### src/rtl/event_trigger_map_if.sv
// event_trigger_map_if: event-code stream and mapping-table configuration bus
interface event_trigger_map_if #(parameter int NUM_PULSE = 4);
  logic [7:0] event_code;
  logic event_valid;
  logic cfg_we;
  logic [7:0] cfg_addr;
  logic [NUM_PULSE-1:0] cfg_wdata;
  logic [NUM_PULSE-1:0] cfg_rdata;
  modport master (output event_code, event_valid, cfg_we, cfg_addr, cfg_wdata, input cfg_rdata);
  modport slave (input event_code, event_valid, cfg_we, cfg_addr, cfg_wdata, output cfg_rdata);
endinterface

### src/rtl/event_trigger_map.sv
// event_trigger_map: maps event codes to per-channel start strobes with retrigger holdoff
module event_trigger_map #(
  parameter int NUM_PULSE = 4,
  parameter int HOLD_W = 16
) (
  input logic clk,
  input logic reset,
  input logic enable,
  event_trigger_map_if.slave bus,
  input logic [NUM_PULSE*HOLD_W-1:0] holdoff,
  input logic clear_stats,
  output logic [NUM_PULSE-1:0] start,
  output logic [NUM_PULSE-1:0] missed,
  output logic [31:0] trig_count
);
  logic [NUM_PULSE-1:0] tbl [256];
  logic s1_valid;
  logic [7:0] s1_code;
  logic [NUM_PULSE-1:0] s1_row;
  logic [HOLD_W-1:0] cnt [NUM_PULSE];
  logic [NUM_PULSE-1:0] hit, ready, fire;
  // Mapping table with registered readback; reads see the entry before any same-edge write
  always_ff @(posedge clk or negedge reset)
    if (!reset) begin
      for (int a = 0; a < 256; a++) tbl[a] <= '0;
      bus.cfg_rdata <= '0;
    end else begin
      bus.cfg_rdata <= tbl[bus.cfg_addr];
      if (bus.cfg_we) tbl[bus.cfg_addr] <= bus.cfg_wdata;
    end
  // Stage 1: capture the event and its table row, so a write in the event's cycle is not seen
  always_ff @(posedge clk or negedge reset)
    if (!reset) begin
      s1_valid <= 1'b0;
      s1_code <= '0;
      s1_row <= '0;
    end else begin
      s1_valid <= bus.event_valid;
      s1_code <= bus.event_code;
      s1_row <= tbl[bus.event_code];
    end
  // Stage 2 qualification: null code and disabled enable never hit; a hit fires only on idle channels
  always_comb begin
    ready = '0;
    hit = (s1_valid && s1_code != 8'h00 && enable) ? s1_row : '0;
    for (int i = 0; i < NUM_PULSE; i++) ready[i] = cnt[i] == '0;
    fire = hit & ready;
  end
  // Holdoff counters: load on fire, otherwise count down to zero and stop
  always_ff @(posedge clk or negedge reset)
    if (!reset) for (int i = 0; i < NUM_PULSE; i++) cnt[i] <= '0;
    else for (int i = 0; i < NUM_PULSE; i++)
      cnt[i] <= fire[i] ? holdoff[i*HOLD_W +: HOLD_W] : cnt[i] - HOLD_W'(!ready[i]);
  // Strobes and statistics; a new miss or count wins over a same-cycle clear
  always_ff @(posedge clk or negedge reset)
    if (!reset) begin
      start <= '0;
      missed <= '0;
      trig_count <= '0;
    end else begin
      start <= fire;
      missed <= (clear_stats ? '0 : missed) | (hit & ~ready);
      trig_count <= clear_stats ? 32'(|start) : trig_count + 32'(|start && trig_count != '1);
    end
endmodule

### src/flat_wrapper.sv
// flat-port wrapper written by rule: the top's interface ports become plain ports
module event_trigger_map_flat 
#(
  parameter int NUM_PULSE = 4,
  parameter int HOLD_W = 16
)
  (clk, reset, enable, holdoff, clear_stats, start, missed, trig_count, bus_event_code, bus_event_valid, bus_cfg_we, bus_cfg_addr, bus_cfg_wdata, bus_cfg_rdata);
  event_trigger_map_if #(.NUM_PULSE(NUM_PULSE)) bus_i ();
  input logic clk;
  input logic reset;
  input logic enable;
  input logic [NUM_PULSE*HOLD_W-1:0] holdoff;
  input logic clear_stats;
  output logic [NUM_PULSE-1:0] start;
  output logic [NUM_PULSE-1:0] missed;
  output logic [31:0] trig_count;
  input wire logic [$bits(bus_i.event_code)-1:0] bus_event_code;
  input wire logic [$bits(bus_i.event_valid)-1:0] bus_event_valid;
  input wire logic [$bits(bus_i.cfg_we)-1:0] bus_cfg_we;
  input wire logic [$bits(bus_i.cfg_addr)-1:0] bus_cfg_addr;
  input wire logic [$bits(bus_i.cfg_wdata)-1:0] bus_cfg_wdata;
  output wire logic [$bits(bus_i.cfg_rdata)-1:0] bus_cfg_rdata;
  assign bus_i.event_code = bus_event_code;
  assign bus_i.event_valid = bus_event_valid;
  assign bus_i.cfg_we = bus_cfg_we;
  assign bus_i.cfg_addr = bus_cfg_addr;
  assign bus_i.cfg_wdata = bus_cfg_wdata;
  assign bus_cfg_rdata = bus_i.cfg_rdata;
  event_trigger_map #(.NUM_PULSE(NUM_PULSE), .HOLD_W(HOLD_W)) u_core (.clk(clk), .reset(reset), .enable(enable), .bus(bus_i), .holdoff(holdoff), .clear_stats(clear_stats), .start(start), .missed(missed), .trig_count(trig_count));
endmodule
### config.mk
export PLATFORM = sky130hd
export DESIGN_NAME = event_trigger_map_flat
export DESIGN_NICKNAME = d
export VERILOG_FILES = /design/src/rtl/event_trigger_map_if.sv /design/src/rtl/event_trigger_map.sv /design/src/flat_wrapper.sv
export SDC_FILE = /design/constraint.sdc
export NUM_CORES = 2
export LEC_CHECK = 0
export CAP_MARGIN = 20
export CORE_MARGIN = 2
export CORE_UTILIZATION = 40
export DETAILED_ROUTE_END_ITERATION = 10
export GPL_ROUTABILITY_DRIVEN = 0
export PLACE_DENSITY = 0.54
export SLEW_MARGIN = 20
export SYNTH_ARGS = -nofsm -noshare
export SYNTH_HDL_FRONTEND = slang
export SYNTH_SLANG_ARGS = --single-unit
### constraint.sdc
create_clock -name clk -period 7.2 [get_ports clk]
set_clock_uncertainty 0.1 [all_clocks]
set_input_delay 0.72 -clock clk [delete_from_list [all_inputs] [get_ports clk]]
set_output_delay 0.72 -clock clk [all_outputs]
set_load 0.1 [all_outputs]
== Word level (Yosys, flattened, before mapping) ==
Index checks and enable logic that the tools add are counted.
Word-level totals
  bits in latches: 0
  output and inout bits: 44
  bits of input ports: 90
  word-level logic and storage cells: 312
  memories kept: 0
  memory bits (read-only): 0
  flip-flop bits (word level): 1145
  bits in writable memories: 0
Operators by class
  equal/unequal tests: 1
  reduce and logical (&&, ||, !) cells: 14
  bitwise operators: 6
  $lt $le $gt $ge: 3
  multipliers: 0
  muxes and demuxes: 16
  shifts and indexed selects: 0
  div/mod/pow operators: 0
  $add $sub $neg: 5
Operator list (count)
  $bwmux W1024: 1
  $bmux W4 S8: 2
  $logic_not A16 Y1: 4
  $mux W16: 4
  $sub A16 B1 Y16: 4
  $add A32 B1 Y32: 1
  $demux W4 S8: 1
  $mux W32: 1
  $ne A32 B32 Y1 const B: 1
  $mux W4: 7
  $ge A9 B9 Y1 const B: 2
  $not A8 Y9: 2
  $lt A9 B1 Y1 const B: 1
  $and A4 B4 Y4: 2
  $reduce_bool A8 Y1: 1
  $logic_and A1 B1 Y1: 4
  $logic_not A1 Y1: 4
  $not A4 Y4: 1
  $or A4 B4 Y4: 1
  $reduce_or A4 Y1: 1

== Logic depth before layout (Yosys ltp) ==
  word-level depth: 6
  mapped depth: 13
  gate-level depth less buffers: 12

== Least setup slack after synthesis ==
OpenSTA, ideal clock, no wires.
  kind: register to register
  start: reg u_core.trig_count[17]
  end: reg u_core.trig_count[26]
  buffers on the path: 2
  slack: 3.803 ns
  arrival time: 3.218 ns
  period minus slack after synthesis: 3.397 ns
  data required time: 7.022 ns
  cell stages (with the launch flop): 14
  setup time: 0.078 ns
  cells stage by stage: dfrtp_1 and3_1 and3_1 and3_1 nand3_1 nor2_1 nor2_1 ha_1 clkbuf_1 and3_1 clkbuf_1 nand2_1 or3_1 a21oi_1
Between the ends
  word-level cells in the longest chain between the ends: 4
RTL lines
  from (decl): line event_trigger_map.sv:14  | output logic [31:0] trig_count
  from (signal assigned): line event_trigger_map.sv:63  | trig_count <= clear_stats ? 32'(|start) : trig_count + 32'(|start && trig_count != '1);
  $ne A32 B32 Y1: line event_trigger_map.sv:63
  $logic_and A1 B1 Y1: line event_trigger_map.sv:63
  $add A32 B1 Y32 *: line event_trigger_map.sv:63
  $mux W32 *: line event_trigger_map.sv:63
Mark *: on every way between the ends. The rest lies on a longest branch, timed or not.
A chain may end at the register's enable or synchronous reset.

== Final worst setup path ==
  start: in bus_event_code[3]
  end: reg u_core.s1_row[0]
Between the ends
  word-level cells in the longest chain between the ends: 4
RTL lines
  from (decl): line flat_wrapper.sv:17  | input wire logic [$bits(bus_i.event_code)-1:0] bus_event_code;
  $not A8 Y9 (not written as such): line event_trigger_map.sv:40  | s1_row <= tbl[bus.event_code];
  $bmux W4 S8: line event_trigger_map.sv:40
  $mux W4 (not written as such) (2 in a row): line event_trigger_map.sv:40
  to (signal assigned): line event_trigger_map.sv:40
  to (decl): line event_trigger_map.sv:19  | logic [NUM_PULSE-1:0] s1_row;
Every way passes these cells. The select of a mux whose other input is x is not followed.

==> impl_metrics.ini <==
[global_route]
grt.total_usage_pct = 25.58
overflow = 0
grt_first_pass_wirelength_um = 296500
antenna_found_initial = 4
grt_max_degree = 190
grt_pass1_vias = 41279

[sta]
fin_tns_setup_ps = 0
slew_viol_final = 0
min_period_over_period_pct = 56.23
worst_slew_pin_slew_ps = 1275
rsz0062_at_grt = false
fmaxAchievable_mhz = 247.0
max_slew_margin_pct = 14.93
setup_viol = 0
fin_crit_ps = 4049
setup_slack_ps = 3151
finalHoldViolCount = 0

[logic_synthesis]
yosysTopAreaCell = dfrtp_1
yosysTopAreaCellShare_pct = 46.69
synth-edff-count = 0
synth_area_leaders = dfrtp_1 47%, mux2_2 19%, mux4_2 18%
syn_area_um2 = 61370
syn-num-nets = 4534
async_flop_share_pct = 100.0
synth_ff_type = dfrtp_1
yosysWarnings = 0
ys_ff_latch = 1145
synth.distinct_cells = 57
seq_area_frac_synth_pct = 46.69
synth_cells = 4430
avgSynthCellArea_um2 = 13.85

[clocking]
cts_buffers = 138
h-tree-depth = 4
cts.clk_slew.worst_paths_ps = 60
clock_latency_ps = 790
clkSinkCount = 1145
cts_tree = done
cts_root_buf = clkbuf_16
clock_path_buffers = 3

[setup_path]
crit_path_max_fanout = 31
reg2reg_depth = 6
worst_ep_arrival_time_ps = 4560
cp-start-kind = input port
rrSetupSlack_ps = 3870
r2r-end = u_core.s1_row[0]
endpoint_kind = register
timing.rr.start = u_core.tbl[948]
crit_type = input port to register
required_ps = 7710

[detailed_routing]
drt_iter0_markers = 3653
routed-wl-met2_um = 90230
viasPerCell = 6.198
drt_wl_total_um = 200200
ant_nets = 0
drc = 0
highest_layer = met5
dr.pass1.iters = 6
met3_length_um = 14400
wl_per_cell_um = 30.47
wl_met1_um = 88060
vias = 40735

[cells_and_area]
fin_nets = 4543
fillCellCount = 13748
syn2layout_area_growth_pct = 12.76
stdcell_area_um2 = 69200
drive_gt1_share_pct = 41.12

[pwr]
p_total_mw = 15.71
ir_drop_v = 0.0002066
p_leak_nw = 30.29
p_per_area_nw_per_um2 = 227.0

[min_path]
holdPathStages = 1
holdPathEnd = u_core.s1_code[3]
worstHoldStart = bus_event_code[3]
hold_class = input port to register

[die]
ios = 134
die_w_um = 395.7
die_h_um = 395.7
start_util_pct = 40.35
rows = 143
core_um2 = 152100
dieArea_um2 = 156600

[placed_design]
pre_cts_ws_ps = 2345
placed_area_um2 = 64580
dp_hpwl_um = 128700
port_buffers = 133

[flow_run]
drv_cap = 0

[outcome]
status = completed
==> final cells by class <==
type	instances	area, um2	share of cell area (%)
Multi-Input combinational cell	2897	30990	44.78
Clock buffer	195	3940	5.694
Timing Repair Buffer	230	2328	3.365
Clock inverter	46	636.9	0.9203
Tap cell	2030	2540	3.670
Antenna cell	2	5.005	0.007232
Inverter	27	107.6	0.1555
Sequential cell	1145	28650	41.41
==> flip-flops by register name, indices dropped and copies added (netlist names) <==
name and cells:
u_core.tbl 1024, u_core.cnt 64, u_core.trig_count 32, u_core.s1_code 8
u_core.bus.cfg_rdata 4, u_core.missed 4, u_core.s1_row 4, u_core.start 4
u_core.s1_valid 1
==> through the flow <==
stage          hold slack (ps)  utilization [%]  std cells
2_1_floorplan            324.4                -       4430
3_3_place_gp             400.3            42.43       6325
3_5_place_dp             409.0            42.46       6327
4_1_cts                  163.5            45.48       6569
5_1_grt                  181.4            45.50       6570
6_report                 202.9            45.50       6572
==> worst max-delay path, cell delays in order <==
cell      delay (ps)
buf_2            330
clkinv_2         750
buf_4            520
mux2i_1          320
o221ai_1         210
nor4_1           880
a31oi_1          370
a211o_1          410
==> synth_stat cells, types with 5 or more instances <==
cell,number
a211oi_1,14
a21oi_1,104
a221oi_1,6
a22oi_1,44
a31oi_1,13
and2_1,5
and3_1,25
buf_1,23
buf_2,63
buf_4,39
buf_6,15
clkbuf_1,219
dfrtp_1,1145
ha_1,14
inv_1,26
mux2_2,1025
mux2i_1,175
mux4_2,491
nand2_1,226
nand2b_1,8
nand3_1,58
nand4_1,20
nor2_1,302
nor2b_1,16
nor3_1,52
nor4_1,22
o21ai_0,40
o221ai_1,53
o22ai_1,34
o41ai_1,5
or2_2,8
or3_1,6
or4_1,9
xnor2_1,47
xor2_1,32
==> routing by layer <==
layer	global-route usage (%)	vias to the layer above
li1	-	16871
met1	36.40	21986
met2	38.45	1496
met5	0	-
met4	9.268	6
met3	5.643	376
==> power breakdown <==
| part | internal (mW) | total, mW | switching, mW |
|---|---|---|---|
| clock | 4.22 | 7.16 | 2.93 |
| combinational | 0.696 | 1.61 | 0.915 |
| sequential | 6.72 | 6.94 | 0.220 |
==> logic make-up after synthesis <==
group | synth area share, %
xor+xnor | 1.127
fa+ha+maj | 0.2854
compound gates | 3.668
mux | 39.68
buf+inv | 2.960
simple gates | 5.590
flops | 46.69
==> cell usage in the layout (no fill, tap or decap), types with 54 or more instances in the layout <==
master	netlist	layout
nor2_1	302	302
dfrtp_1	1145	1145
clkbuf_16	0	140
mux2_2	1025	1025
nand2_1	226	224
nand3_1	58	54
a21oi_1	104	104
clkdlybuf4s50_1	0	120
mux2i_1	175	175
mux4_2	491	491
buf_4	39	78
==> worst max-delay path by stage <==
stage                           from                       to  slack [ps]  depth (start not counted)
4_1_cts            bus_event_code[3]         u_core.s1_row[0]        3150                          8
3_5_place_dp       bus_event_code[3]         u_core.s1_row[0]        2350                          8
2_1_floorplan  u_core.trig_count[17]    u_core.trig_count[26]        3800                         13
3_3_place_gp       bus_event_code[1]         u_core.s1_row[1]        2080                          9
6_report           bus_event_code[3]         u_core.s1_row[0]        3150                          8
5_1_grt              bus_cfg_addr[0]  u_core.bus.cfg_rdata[2]        2960                          9
==> what timing repair did <==
action,4_1_cts,5_1_grt
buffers inserted,0,0
endpoints found under the hold margin,73,0
hold buffers,1,0
resized for setup,0,0
(Power assumes the default switching activity.)
